==> config.mk <==
export PLATFORM = sky130hd
export DESIGN_NAME = calc_sequencer_flat
export DESIGN_NICKNAME = d
export VERILOG_FILES = /design/src/rtl/calc_sequencer_if.sv /design/src/rtl/calc_sequencer.sv /design/src/flat_wrapper.sv
export SDC_FILE = /design/constraint.sdc
export NUM_CORES = 1
export LEC_CHECK = 0
export ABC_AREA = 1
export BUFFER_PORTS_ARGS = -buffer_cell sky130_fd_sc_hd__buf_2
export CAP_MARGIN = 10
export CORE_ASPECT_RATIO = 1.25
export CORE_MARGIN = 5
export CORE_UTILIZATION = 60
export DETAILED_ROUTE_END_ITERATION = 12
export PLACE_DENSITY_LB_ADDON = 0.05
export RECOVER_POWER = 100
export REMOVE_ABC_BUFFERS = 1
export SLEW_MARGIN = 20
export SYNTH_ARGS = -nofsm -noshare
export SYNTH_HDL_FRONTEND = slang
export SYNTH_SLANG_ARGS = --single-unit
==> constraint.sdc <==
create_clock -name clk -period 4.6 [get_ports clk]
set_clock_uncertainty 0.2 [all_clocks]
set_input_delay 0.23 -clock clk [delete_from_list [all_inputs] [get_ports clk]]
set_output_delay 0.23 -clock clk [all_outputs]
set_load 0.1 [all_outputs]
==> src/rtl/calc_sequencer_if.sv <==
// Command and result stream bundle for calc_sequencer.
// The master drives commands and accepts results; the slave is the sequencer.
interface calc_sequencer_if;
  logic        cmd_valid;
  logic        cmd_ready;
  logic [10:0] cmd_data;
  logic        res_valid;
  logic        res_ready;
  logic [3:0]  res_data;
  logic [1:0]  res_addr;

  modport master (
    output cmd_valid, cmd_data, res_ready,
    input  cmd_ready, res_valid, res_data, res_addr
  );

  modport slave (
    input  cmd_valid, cmd_data, res_ready,
    output cmd_ready, res_valid, res_data, res_addr
  );
endinterface

==> src/rtl/calc_sequencer.sv <==
// Sequences buffered instructions onto a negedge-writing calculator and reads back each result.
// Optional CALC_SEQ_STATS_EN adds an issue counter and a sticky command-overflow flag.
module calc_sequencer #(
  parameter int FIFO_DEPTH = 4
) (
  input  logic             clk,
  input  logic             rst_n,
  calc_sequencer_if.slave  bus,
  output logic [1:0]       o_calc_rd_addr,
  output logic [3:0]       o_calc_immediate,
  output logic [1:0]       o_calc_we_addr,
  output logic [2:0]       o_calc_control,
  input  logic [3:0]       i_calc_rd_data
`ifdef CALC_SEQ_STATS_EN
  ,
  output logic [7:0]       o_issued_cnt,
  output logic             o_overflow_seen
`endif
);

  localparam int PTR_W = $clog2(FIFO_DEPTH);
  localparam int CNT_W = PTR_W + 1;

  typedef enum logic [1:0] {
    ST_IDLE     = 2'd0,
    ST_ISSUE    = 2'd1,
    ST_READBACK = 2'd2,
    ST_RESULT   = 2'd3
  } state_t;

  state_t           r_state;
  logic [10:0]      r_mem [FIFO_DEPTH];
  logic [PTR_W-1:0] r_wr_ptr;
  logic [PTR_W-1:0] r_rd_ptr;
  logic [CNT_W-1:0] r_count;
  logic             r_res_valid;
  logic [3:0]       r_res_data;
  logic [1:0]       r_res_addr;
  logic [1:0]       r_calc_rd_addr;
  logic [3:0]       r_calc_immediate;
  logic [1:0]       r_calc_we_addr;
  logic [2:0]       r_calc_control;

  logic             w_full;
  logic             w_empty;
  logic             w_push;
  logic             w_pop;
  logic [10:0]      w_head;

  assign w_full  = (r_count == CNT_W'(FIFO_DEPTH));
  assign w_empty = (r_count == {CNT_W{1'b0}});
  assign w_push  = bus.cmd_valid && !w_full;
  // Every pop is an ISSUE entry: from IDLE, or from RESULT once the result is taken.
  assign w_pop   = !w_empty && ((r_state == ST_IDLE) ||
                                ((r_state == ST_RESULT) && bus.res_ready));
  assign w_head  = r_mem[r_rd_ptr];

  assign bus.cmd_ready    = !w_full;
  assign bus.res_valid    = r_res_valid;
  assign bus.res_data     = r_res_data;
  assign bus.res_addr     = r_res_addr;
  assign o_calc_rd_addr   = r_calc_rd_addr;
  assign o_calc_immediate = r_calc_immediate;
  assign o_calc_we_addr   = r_calc_we_addr;
  assign o_calc_control   = r_calc_control;

  // FIFO storage array, written on push (data needs no reset)
  always_ff @(posedge clk) begin
    if (w_push) begin
      r_mem[r_wr_ptr] <= bus.cmd_data;
    end
  end

  // FIFO pointers and occupancy
  always_ff @(posedge clk or negedge rst_n) begin
    if (!rst_n) begin
      r_wr_ptr <= {PTR_W{1'b0}};
      r_rd_ptr <= {PTR_W{1'b0}};
      r_count  <= {CNT_W{1'b0}};
    end else begin
      if (w_push) begin
        r_wr_ptr <= r_wr_ptr + PTR_W'(1);
      end
      if (w_pop) begin
        r_rd_ptr <= r_rd_ptr + PTR_W'(1);
      end
      case ({w_push, w_pop})
        2'b10:   r_count <= r_count + CNT_W'(1);
        2'b01:   r_count <= r_count - CNT_W'(1);
        default: r_count <= r_count;
      endcase
    end
  end

  // Sequencer FSM; outside ISSUE the pins always carry R <= R | 0
  always_ff @(posedge clk or negedge rst_n) begin
    if (!rst_n) begin
      r_state          <= ST_IDLE;
      r_res_valid      <= 1'b0;
      r_res_data       <= 4'h0;
      r_res_addr       <= 2'd0;
      r_calc_rd_addr   <= 2'd0;
      r_calc_immediate <= 4'h0;
      r_calc_we_addr   <= 2'd0;
      r_calc_control   <= 3'b001;
    end else begin
      case (r_state)
        ST_IDLE: begin
          if (w_pop) begin
            r_calc_control   <= w_head[10:8];
            r_calc_we_addr   <= w_head[7:6];
            r_calc_rd_addr   <= w_head[5:4];
            r_calc_immediate <= w_head[3:0];
            r_state          <= ST_ISSUE;
          end else begin
            r_calc_control   <= 3'b001;
            r_calc_we_addr   <= 2'd0;
            r_calc_rd_addr   <= 2'd0;
            r_calc_immediate <= 4'h0;
            r_state          <= ST_IDLE;
          end
        end
        ST_ISSUE: begin
          r_calc_control   <= 3'b001;
          r_calc_rd_addr   <= r_calc_we_addr;
          r_calc_immediate <= 4'h0;
          r_state          <= ST_READBACK;
        end
        ST_READBACK: begin
          r_res_data  <= i_calc_rd_data;
          r_res_addr  <= r_calc_we_addr;
          r_res_valid <= 1'b1;
          r_state     <= ST_RESULT;
        end
        ST_RESULT: begin
          if (bus.res_ready) begin
            r_res_valid <= 1'b0;
            if (w_pop) begin
              r_calc_control   <= w_head[10:8];
              r_calc_we_addr   <= w_head[7:6];
              r_calc_rd_addr   <= w_head[5:4];
              r_calc_immediate <= w_head[3:0];
              r_state          <= ST_ISSUE;
            end else begin
              r_calc_control   <= 3'b001;
              r_calc_we_addr   <= 2'd0;
              r_calc_rd_addr   <= 2'd0;
              r_calc_immediate <= 4'h0;
              r_state          <= ST_IDLE;
            end
          end else begin
            r_state <= ST_RESULT;
          end
        end
        default: begin
          r_res_valid      <= 1'b0;
          r_calc_control   <= 3'b001;
          r_calc_we_addr   <= 2'd0;
          r_calc_rd_addr   <= 2'd0;
          r_calc_immediate <= 4'h0;
          r_state          <= ST_IDLE;
        end
      endcase
    end
  end

`ifdef CALC_SEQ_STATS_EN
  logic [7:0] r_issued_cnt;
  logic       r_overflow_seen;

  assign o_issued_cnt    = r_issued_cnt;
  assign o_overflow_seen = r_overflow_seen;

  // Issue counter (wraps) and sticky overflow flag
  always_ff @(posedge clk or negedge rst_n) begin
    if (!rst_n) begin
      r_issued_cnt    <= 8'd0;
      r_overflow_seen <= 1'b0;
    end else begin
      if (w_pop) begin
        r_issued_cnt <= r_issued_cnt + 8'd1;
      end
      if (bus.cmd_valid && w_full) begin
        r_overflow_seen <= 1'b1;
      end
    end
  end
`endif

endmodule

==> src/flat_wrapper.sv <==
// flat-port wrapper written by rule: the top's interface ports become plain ports
module calc_sequencer_flat 
#(
  parameter int FIFO_DEPTH = 4
)
  (clk, rst_n, o_calc_rd_addr, o_calc_immediate, o_calc_we_addr, o_calc_control, i_calc_rd_data, bus_cmd_valid, bus_cmd_data, bus_res_ready, bus_cmd_ready, bus_res_valid, bus_res_data, bus_res_addr);
  calc_sequencer_if bus_i ();
  input  logic clk;
  input  logic rst_n;
  output logic [1:0] o_calc_rd_addr;
  output logic [3:0] o_calc_immediate;
  output logic [1:0] o_calc_we_addr;
  output logic [2:0] o_calc_control;
  input  logic [3:0] i_calc_rd_data;
  input wire logic [$bits(bus_i.cmd_valid)-1:0] bus_cmd_valid;
  input wire logic [$bits(bus_i.cmd_data)-1:0] bus_cmd_data;
  input wire logic [$bits(bus_i.res_ready)-1:0] bus_res_ready;
  output wire logic [$bits(bus_i.cmd_ready)-1:0] bus_cmd_ready;
  output wire logic [$bits(bus_i.res_valid)-1:0] bus_res_valid;
  output wire logic [$bits(bus_i.res_data)-1:0] bus_res_data;
  output wire logic [$bits(bus_i.res_addr)-1:0] bus_res_addr;
  assign bus_i.cmd_valid = bus_cmd_valid;
  assign bus_i.cmd_data = bus_cmd_data;
  assign bus_i.res_ready = bus_res_ready;
  assign bus_cmd_ready = bus_i.cmd_ready;
  assign bus_res_valid = bus_i.res_valid;
  assign bus_res_data = bus_i.res_data;
  assign bus_res_addr = bus_i.res_addr;
  calc_sequencer #(.FIFO_DEPTH(FIFO_DEPTH)) u_core (.clk(clk), .rst_n(rst_n), .bus(bus_i), .o_calc_rd_addr(o_calc_rd_addr), .o_calc_immediate(o_calc_immediate), .o_calc_we_addr(o_calc_we_addr), .o_calc_control(o_calc_control), .i_calc_rd_data(i_calc_rd_data));
endmodule
# Yosys cells after proc, flatten, opt, wreduce, memory -nomap -nowiden
# Memory sizes are Yosys's and may differ from the RTL's.
# Cells that the tools add are included.
[classes]
add_sub_neg = 4
muxes = 20
reduce_logical = 15
n_eq_ne = 7
[op_table]
columns = ["operator", "n"]
rows = [
  ["$pmux 4 s3", 1],
  ["$mux 2", 5],
  ["$pmux 3 s3", 1],
  ["$mux 4", 2],
  ["$pmux 2 s4", 1],
  ["$eq 2x2->1 const B", 3],
  ["$mux 3", 2],
  ["$pmux 2 s3", 1],
  ["$pmux 3 s2", 1],
  ["$reduce_and 2->1", 3],
  ["$reduce_bool 2->1", 3],
  ["$add 2x1->2 const B", 2],
  ["$eq 2x1->1 const B", 2],
  ["$mux 1", 4],
  ["$pmux 2 s2", 1],
  ["$add 3x1->3 const B", 1],
  ["$eq 3x3->1 const B", 1],
  ["$logic_and 1x1->1", 3],
  ["$logic_not 3->1", 1],
  ["$reduce_bool 3->1", 1],
  ["$sub 3x1->3 const B", 1],
  ["$logic_not 1->1", 2],
  ["$logic_not 2->1", 1],
  ["$ne 2x2->1 const B", 1],
  ["other kinds (2)", 2],
]
[word_totals]
ramBits = 44
register_bits = 27
input_bits = 19
mem_count = 1
output_inout_bits = 19
word_cells = 58
[memory_table]
columns = ["name", "words", "word_bits", "read_ports", "rd_ports_with_merged_regs", "write_ports", "line_no", "rtl"]
rows = [
  ["u_core.r_mem", 4, 11, 1, 0, 1, "calc_sequencer.sv:32", "logic [10:0] r_mem [FIFO_DEPTH];"],
]

# Depth between registers and ports, before layout
[depth]
ltp_word = 7
depth_mapped = 10
ltp_nobuf = 10

# Worst setup path after synthesis
# Ideal clock, no wire load.
[synth_path]
path_type = "register to register"
startpoint = "reg u_core.r_count[0]"
endpoint = "reg u_core.r_count[2]"
slack_ns = 1.510
period_less_slack_ns = 3.090
n_path_buf = 0
stages_incl_launch_ff = 10
setup_time_ns = 0.079
arrival_time_ns = 2.810
t_required_ns = 4.321
path_cell_list = "dfrtp_1 -> inv_1 -> nand3_1 -> nand2_2 -> ha_1 -> inv_1 -> fa_1 -> or2_2 -> nand2_1 -> xor2_1"
[synth_via]
elab_chain_cells = 5
elab_cells_between_ends = 12
classes_between = "2 x add/sub; 3 x eq/ne; 1 x mux; 6 x reduce/logical"
[synth_rtl]
columns = ["item", "line_no", "rtl"]
rows = [
  ["start, declared", "calc_sequencer.sv:35", "logic [CNT_W-1:0] r_count;"],
  ["start signal, assigned", "calc_sequencer.sv:79", "r_count <= {CNT_W{1'b0}};"],
  ["start signal, assigned", "calc_sequencer.sv:88", "2'b10: r_count <= r_count + CNT_W'(1);"],
  ["start signal, assigned", "calc_sequencer.sv:89", "2'b01: r_count <= r_count - CNT_W'(1);"],
  ["$eq 3x3->1 *", "calc_sequencer.sv:50", "assign w_full = (r_count == CNT_W'(FIFO_DEPTH));"],
  ["$logic_not 1->1 *", "--", ""],
  ["via bus_cmd_ready", "flat_wrapper.sv:18", "output wire logic [$bits(bus_i.cmd_ready)-1:0] bus_cmd_ready;"],
  ["$logic_and 1x1->1 *", "calc_sequencer.sv:52", "assign w_push = bus.cmd_valid && !w_full;"],
  ["$eq 2x1->1 or $eq 2x2->1 (tied branches)", "calc_sequencer.sv:87", "case ({w_push, w_pop})"],
  ["$pmux 3 s2 or $reduce_bool 2->1 (tied branches)", "--", ""],
]
# Mark *: on every way through the listed nets, which the timed path passes. The rest lies on a longest branch.
# A chain may end at the register's enable or synchronous reset.

# Final worst setup path
[layout_path]
startpoint = "reg u_core.r_state[1]"
endpoint = "reg u_core.r_count[2]"
[layout_via]
elab_chain_cells = 6
elab_cells_between_ends = 9
classes_between = "3 x eq/ne; 1 x mux; 5 x reduce/logical"
[layout_rtl]
columns = ["item", "line_no", "rtl"]
rows = [
  ["start, declared", "calc_sequencer.sv:31", "state_t r_state;"],
  ["start signal, assigned", "calc_sequencer.sv:98", "r_state <= ST_IDLE;"],
  ["start signal, assigned", "calc_sequencer.sv:114", "r_state <= ST_ISSUE;"],
  ["start signal, assigned", "calc_sequencer.sv:120", "r_state <= ST_IDLE;"],
  ["$eq 2x2->1", "calc_sequencer.sv:55", "((r_state == ST_RESULT) && bus.res_ready));"],
  ["$logic_and 1x1->1", "calc_sequencer.sv:55", ""],
  ["$logic_or 1x1->1 *", "calc_sequencer.sv:54", "assign w_pop = !w_empty && ((r_state == ST_IDLE) ||"],
  ["$logic_and 1x1->1 *", "calc_sequencer.sv:54", ""],
  ["via u_core.w_pop", "calc_sequencer.sv:47", "logic w_pop;"],
  ["$eq 2x1->1 or $eq 2x2->1 (tied branches)", "calc_sequencer.sv:87", ""],
  ["$pmux 3 s2 or $reduce_bool 2->1 (tied branches)", "--", ""],
  ["end signal, assigned", "calc_sequencer.sv:88", ""],
  ["end signal, assigned", "calc_sequencer.sv:89", ""],
  ["end signal, assigned", "calc_sequencer.sv:90", "default: r_count <= r_count;"],
]
# Marked as above.

==> Implementation_results.wiki <==
{| class="wikitable"
! Metric !! Value
|-
| I/O Pins || 38
|-
| Initial core utilization || 61.6%
|-
| Initial antenna violation count || 0
|-
| Cell taking the most area after synthesis || sky130_fd_sc_hd__edfxtp_1
|-
| Reg-to-reg setup timing slack || 2260 ps
|-
| GRT Overall Usage || 19.5%
|-
| Vias post-DR || 1886
|-
| Count of buffers added by post-CTS timing repair for setup || 0
|-
| Largest net degree at the start of global routing || 28
|-
| RSZ-0062 raised after global routing || no
|-
| Post-synthesis cell area || 2890 sq um
|-
| Clock net sink count || 71
|-
| First-pass detailed-route iteration total || 4
|-
| Chip width || 72.1 um
|-
| Layout net count || 333
|-
| Category of the critical setup timing path || reg -> reg
|-
| Clk_lat worst skew || 340 ps
|-
| Core Region || 4690 sq um
|-
| First-pass GRT wire length || 9.05 mm
|-
| Number of DRC markers after the initial detailed-route iteration || 120
|-
| Number of port buffers || 37
|-
| Yosys warning count || 0
|-
| Gate count after technology mapping || 251
|-
| Wirelength per Cell || 14.2 um
|-
| N_diodes || 0
|-
| Crit start category || register
|-
| Maximum net fanout on the critical path || 4
|-
| Period utilization || 51.0%
|-
| Most used DFF post-synth || sky130_fd_sc_hd__edfxtp_1
|-
| Core Rows || 28
|-
| Number of vias per cell || 5.06
|-
| Buffer cell driving the clock tree root || sky130_fd_sc_hd__clkbuf_8
|-
| Reg-to-reg critical path endpoint || u_core.r_count[2]
|-
| Wirelength, routed || 5.29 mm
|-
| Final setup violation count || 0
|-
| Fraction of final layout cells with drive strength greater than 1 || 9.90%
|-
| Final slew viol count || 0
|-
| Final ANT Viol Nets || 0
|-
| Average cell area after synthesis || 11.5 sq um
|-
| Max-Slew Margin vs Limit || 4.94%
|-
| Nature of the critical path endpoint || register
|-
| Clock buffer count from CTS || 9
|-
| Synth-to-layout area growth || 20.8%
|-
| Die height || 87.6 um
|-
| Timing-limited maximum frequency || 426 MHz
|-
| Final period demand of the worst path || 2340 ps
|-
| Total Negative Setup Slacks || 0 ps
|-
| Area of the die || 6320 sq um
|-
| Commonest cells post-synth || sky130_fd_sc_hd__nand2_1 (80), sky130_fd_sc_hd__edfxtp_1 (44), sky130_fd_sc_hd__nand3_1 (27)
|-
| Hold Path Sink || u_core.bus.res_valid
|-
| Async set-or-reset flop fraction in the synthesized netlist || 38.0%
|-
| Post-synth cell types || 22
|-
| Max Cap Viol || 0
|-
| Class of the tightest hold or removal check || in -> reg
|-
| Clock transition time at the flip-flop clock pins of the worst setup and hold paths || 70 ps
|-
| Transition time of the tightest slew-check pin || 1430 ps
|-
| Final global-route overflow total || 0
|-
| Post-route worst hold slack || 9.43 ps
|-
| Register area share after synthesis || 69.1%
|-
| Maximum root-to-sink buffer count || 2
|-
| Cell types occupying the most area after synthesis || sky130_fd_sc_hd__edfxtp_1 (46%), sky130_fd_sc_hd__dfrtp_1 (22%), sky130_fd_sc_hd__nand2_1 (10%), sky130_fd_sc_hd__nand3_1 (4.7%), sky130_fd_sc_hd__inv_1 (3.0%)
|-
| Startpoint of the most critical hold path || bus_res_ready
|-
| Weighted congestion reported at the end of routability-driven placement || 0.757
|-
| Worst R2R Path Depth || 10
|-
| Seq cells post-synth || 71
|-
| DRC violation count after routing || 0
|-
| Worst hold path stage count || 4
|-
| DP HPWL || 3.32 mm
|-
| Portion of synthesized cell area occupied by the leading cell type || 45.7%
|-
| CTS HTree Levels || 3
|-
| Clock tree from TritonCTS || built
|-
| Number of global-route vias before repair || 1943
|-
| Number of flops mapped to enable cells by yosys || 44
|-
| Required time of the worst setup path || 4670 ps
|-
| Most frequent cell after synthesis || sky130_fd_sc_hd__nand2_1
|-
| Number of endpoints with negative hold slack in the final report || 0
|-
| Reg-to-reg startpoint || u_core.r_state[1]
|-
| Result of the run || finished, final reports clean
|-
| Arrival time of the worst setup path || 2410 ps
|}
worst max-delay path, cell delays in order, from the launching register on:
cell	delay (ps)
sky130_fd_sc_hd__dfrtp_1	410
sky130_fd_sc_hd__inv_1	60
sky130_fd_sc_hd__nand2_1	90
sky130_fd_sc_hd__nand2_1	120
sky130_fd_sc_hd__nor2_1	240
sky130_fd_sc_hd__ha_1	190
sky130_fd_sc_hd__inv_1	60
sky130_fd_sc_hd__fa_1	380
sky130_fd_sc_hd__or2_2	310
sky130_fd_sc_hd__nand2_1	80
sky130_fd_sc_hd__xor2_1	140
state kept, by name, indices dropped and copies added (netlist names):
name	cells
u_core.o_calc_immediate	4
u_core.o_calc_control	3
u_core.r_wr_ptr	2
u_core.o_calc_we_addr	2
u_core.r_count	3
u_core.r_rd_ptr	2
u_core.bus.res_data	4
u_core.bus.res_valid	1
u_core.o_calc_rd_addr	2
u_core.r_mem	44
u_core.bus.res_addr	2
u_core.r_state	2
placed cells by master (no fill, tap or decap), types with 6 or more instances in the layout:
cell,synthesis,routed
sky130_fd_sc_hd__buf_2,3,6
sky130_fd_sc_hd__clkbuf_1,0,31
sky130_fd_sc_hd__clkbuf_8,0,11
sky130_fd_sc_hd__dfrtp_1,26,26
sky130_fd_sc_hd__dlygate4sd3_1,0,16
sky130_fd_sc_hd__edfxtp_1,44,44
sky130_fd_sc_hd__inv_1,23,24
sky130_fd_sc_hd__mux2_2,6,6
sky130_fd_sc_hd__nand2_1,80,81
sky130_fd_sc_hd__nand3_1,27,27
sky130_fd_sc_hd__nor2_1,7,8
sky130_fd_sc_hd__o21ai_0,1,10
logic make-up after synthesis:
kind of cell	share of synthesized area, %
multiplexers	2.34
flip-flops	69.1
AO/OA/AOI/OAI	2.42
XOR/XNOR	1.51
adder cells (fa/ha/maj)	2.85
AND/OR/NAND/NOR	17.0
buffers and inverters	4.80
routing by layer:
layer  routed length [um]  share of wire (%)  global-route usage, %
met5                    0                  0                      0
met4                  166                3.1                   12.6
met3                  330                6.2                   5.05
met2                 2660                 50                   31.2
met1                 2130                 40                   23.3
through the flow:
stage / instances / area (sq um) / worst slack (ps) / util [%]
floorplan: 244 / 2840 / 1510 / -
global placement: 341 / 3100 / 2460 / 66.1
detailed placement: 341 / 3100 / 2370 / 66.1
CTS: 373 / 3540 / 2350 / 75.5
global route: 373 / 3490 / 2070 / 74.4
finish: 373 / 3490 / 2260 / 74.4
layout make-up:
class	instances	area, sq um
Tap cell	60	75.1
Clock inverter	5	128
Multi-Input combinational cell	149	746
Clock buffer	11	151
Fill cell	345	1200
Inverter	24	90.1
Timing Repair Buffer	53	307
Sequential cell	71	2000
how the worst max path moves through the flow:
stage | from | end | cells past startpoint
floorplan | u_core.r_count[0] | u_core.r_count[2] | 9
global placement | u_core.r_wr_ptr[1] | u_core.r_mem[1][2] | 4
detailed placement | u_core.r_count[0] | u_core.r_count[2] | 9
CTS | u_core.r_state[1] | u_core.r_count[2] | 10
global route | u_core.r_state[1] | u_core.r_count[2] | 10
finish | u_core.r_state[1] | u_core.r_count[2] | 10
what timing repair did:
item,in CTS,in global routing
gates resized for setup,0,0
endpoints found under the hold margin,74,0
hold buffers,16,0
Power is left out: the tool's default activity adds up to more than one toggle a clock period on the data nets, which glitch-free logic cannot reach.
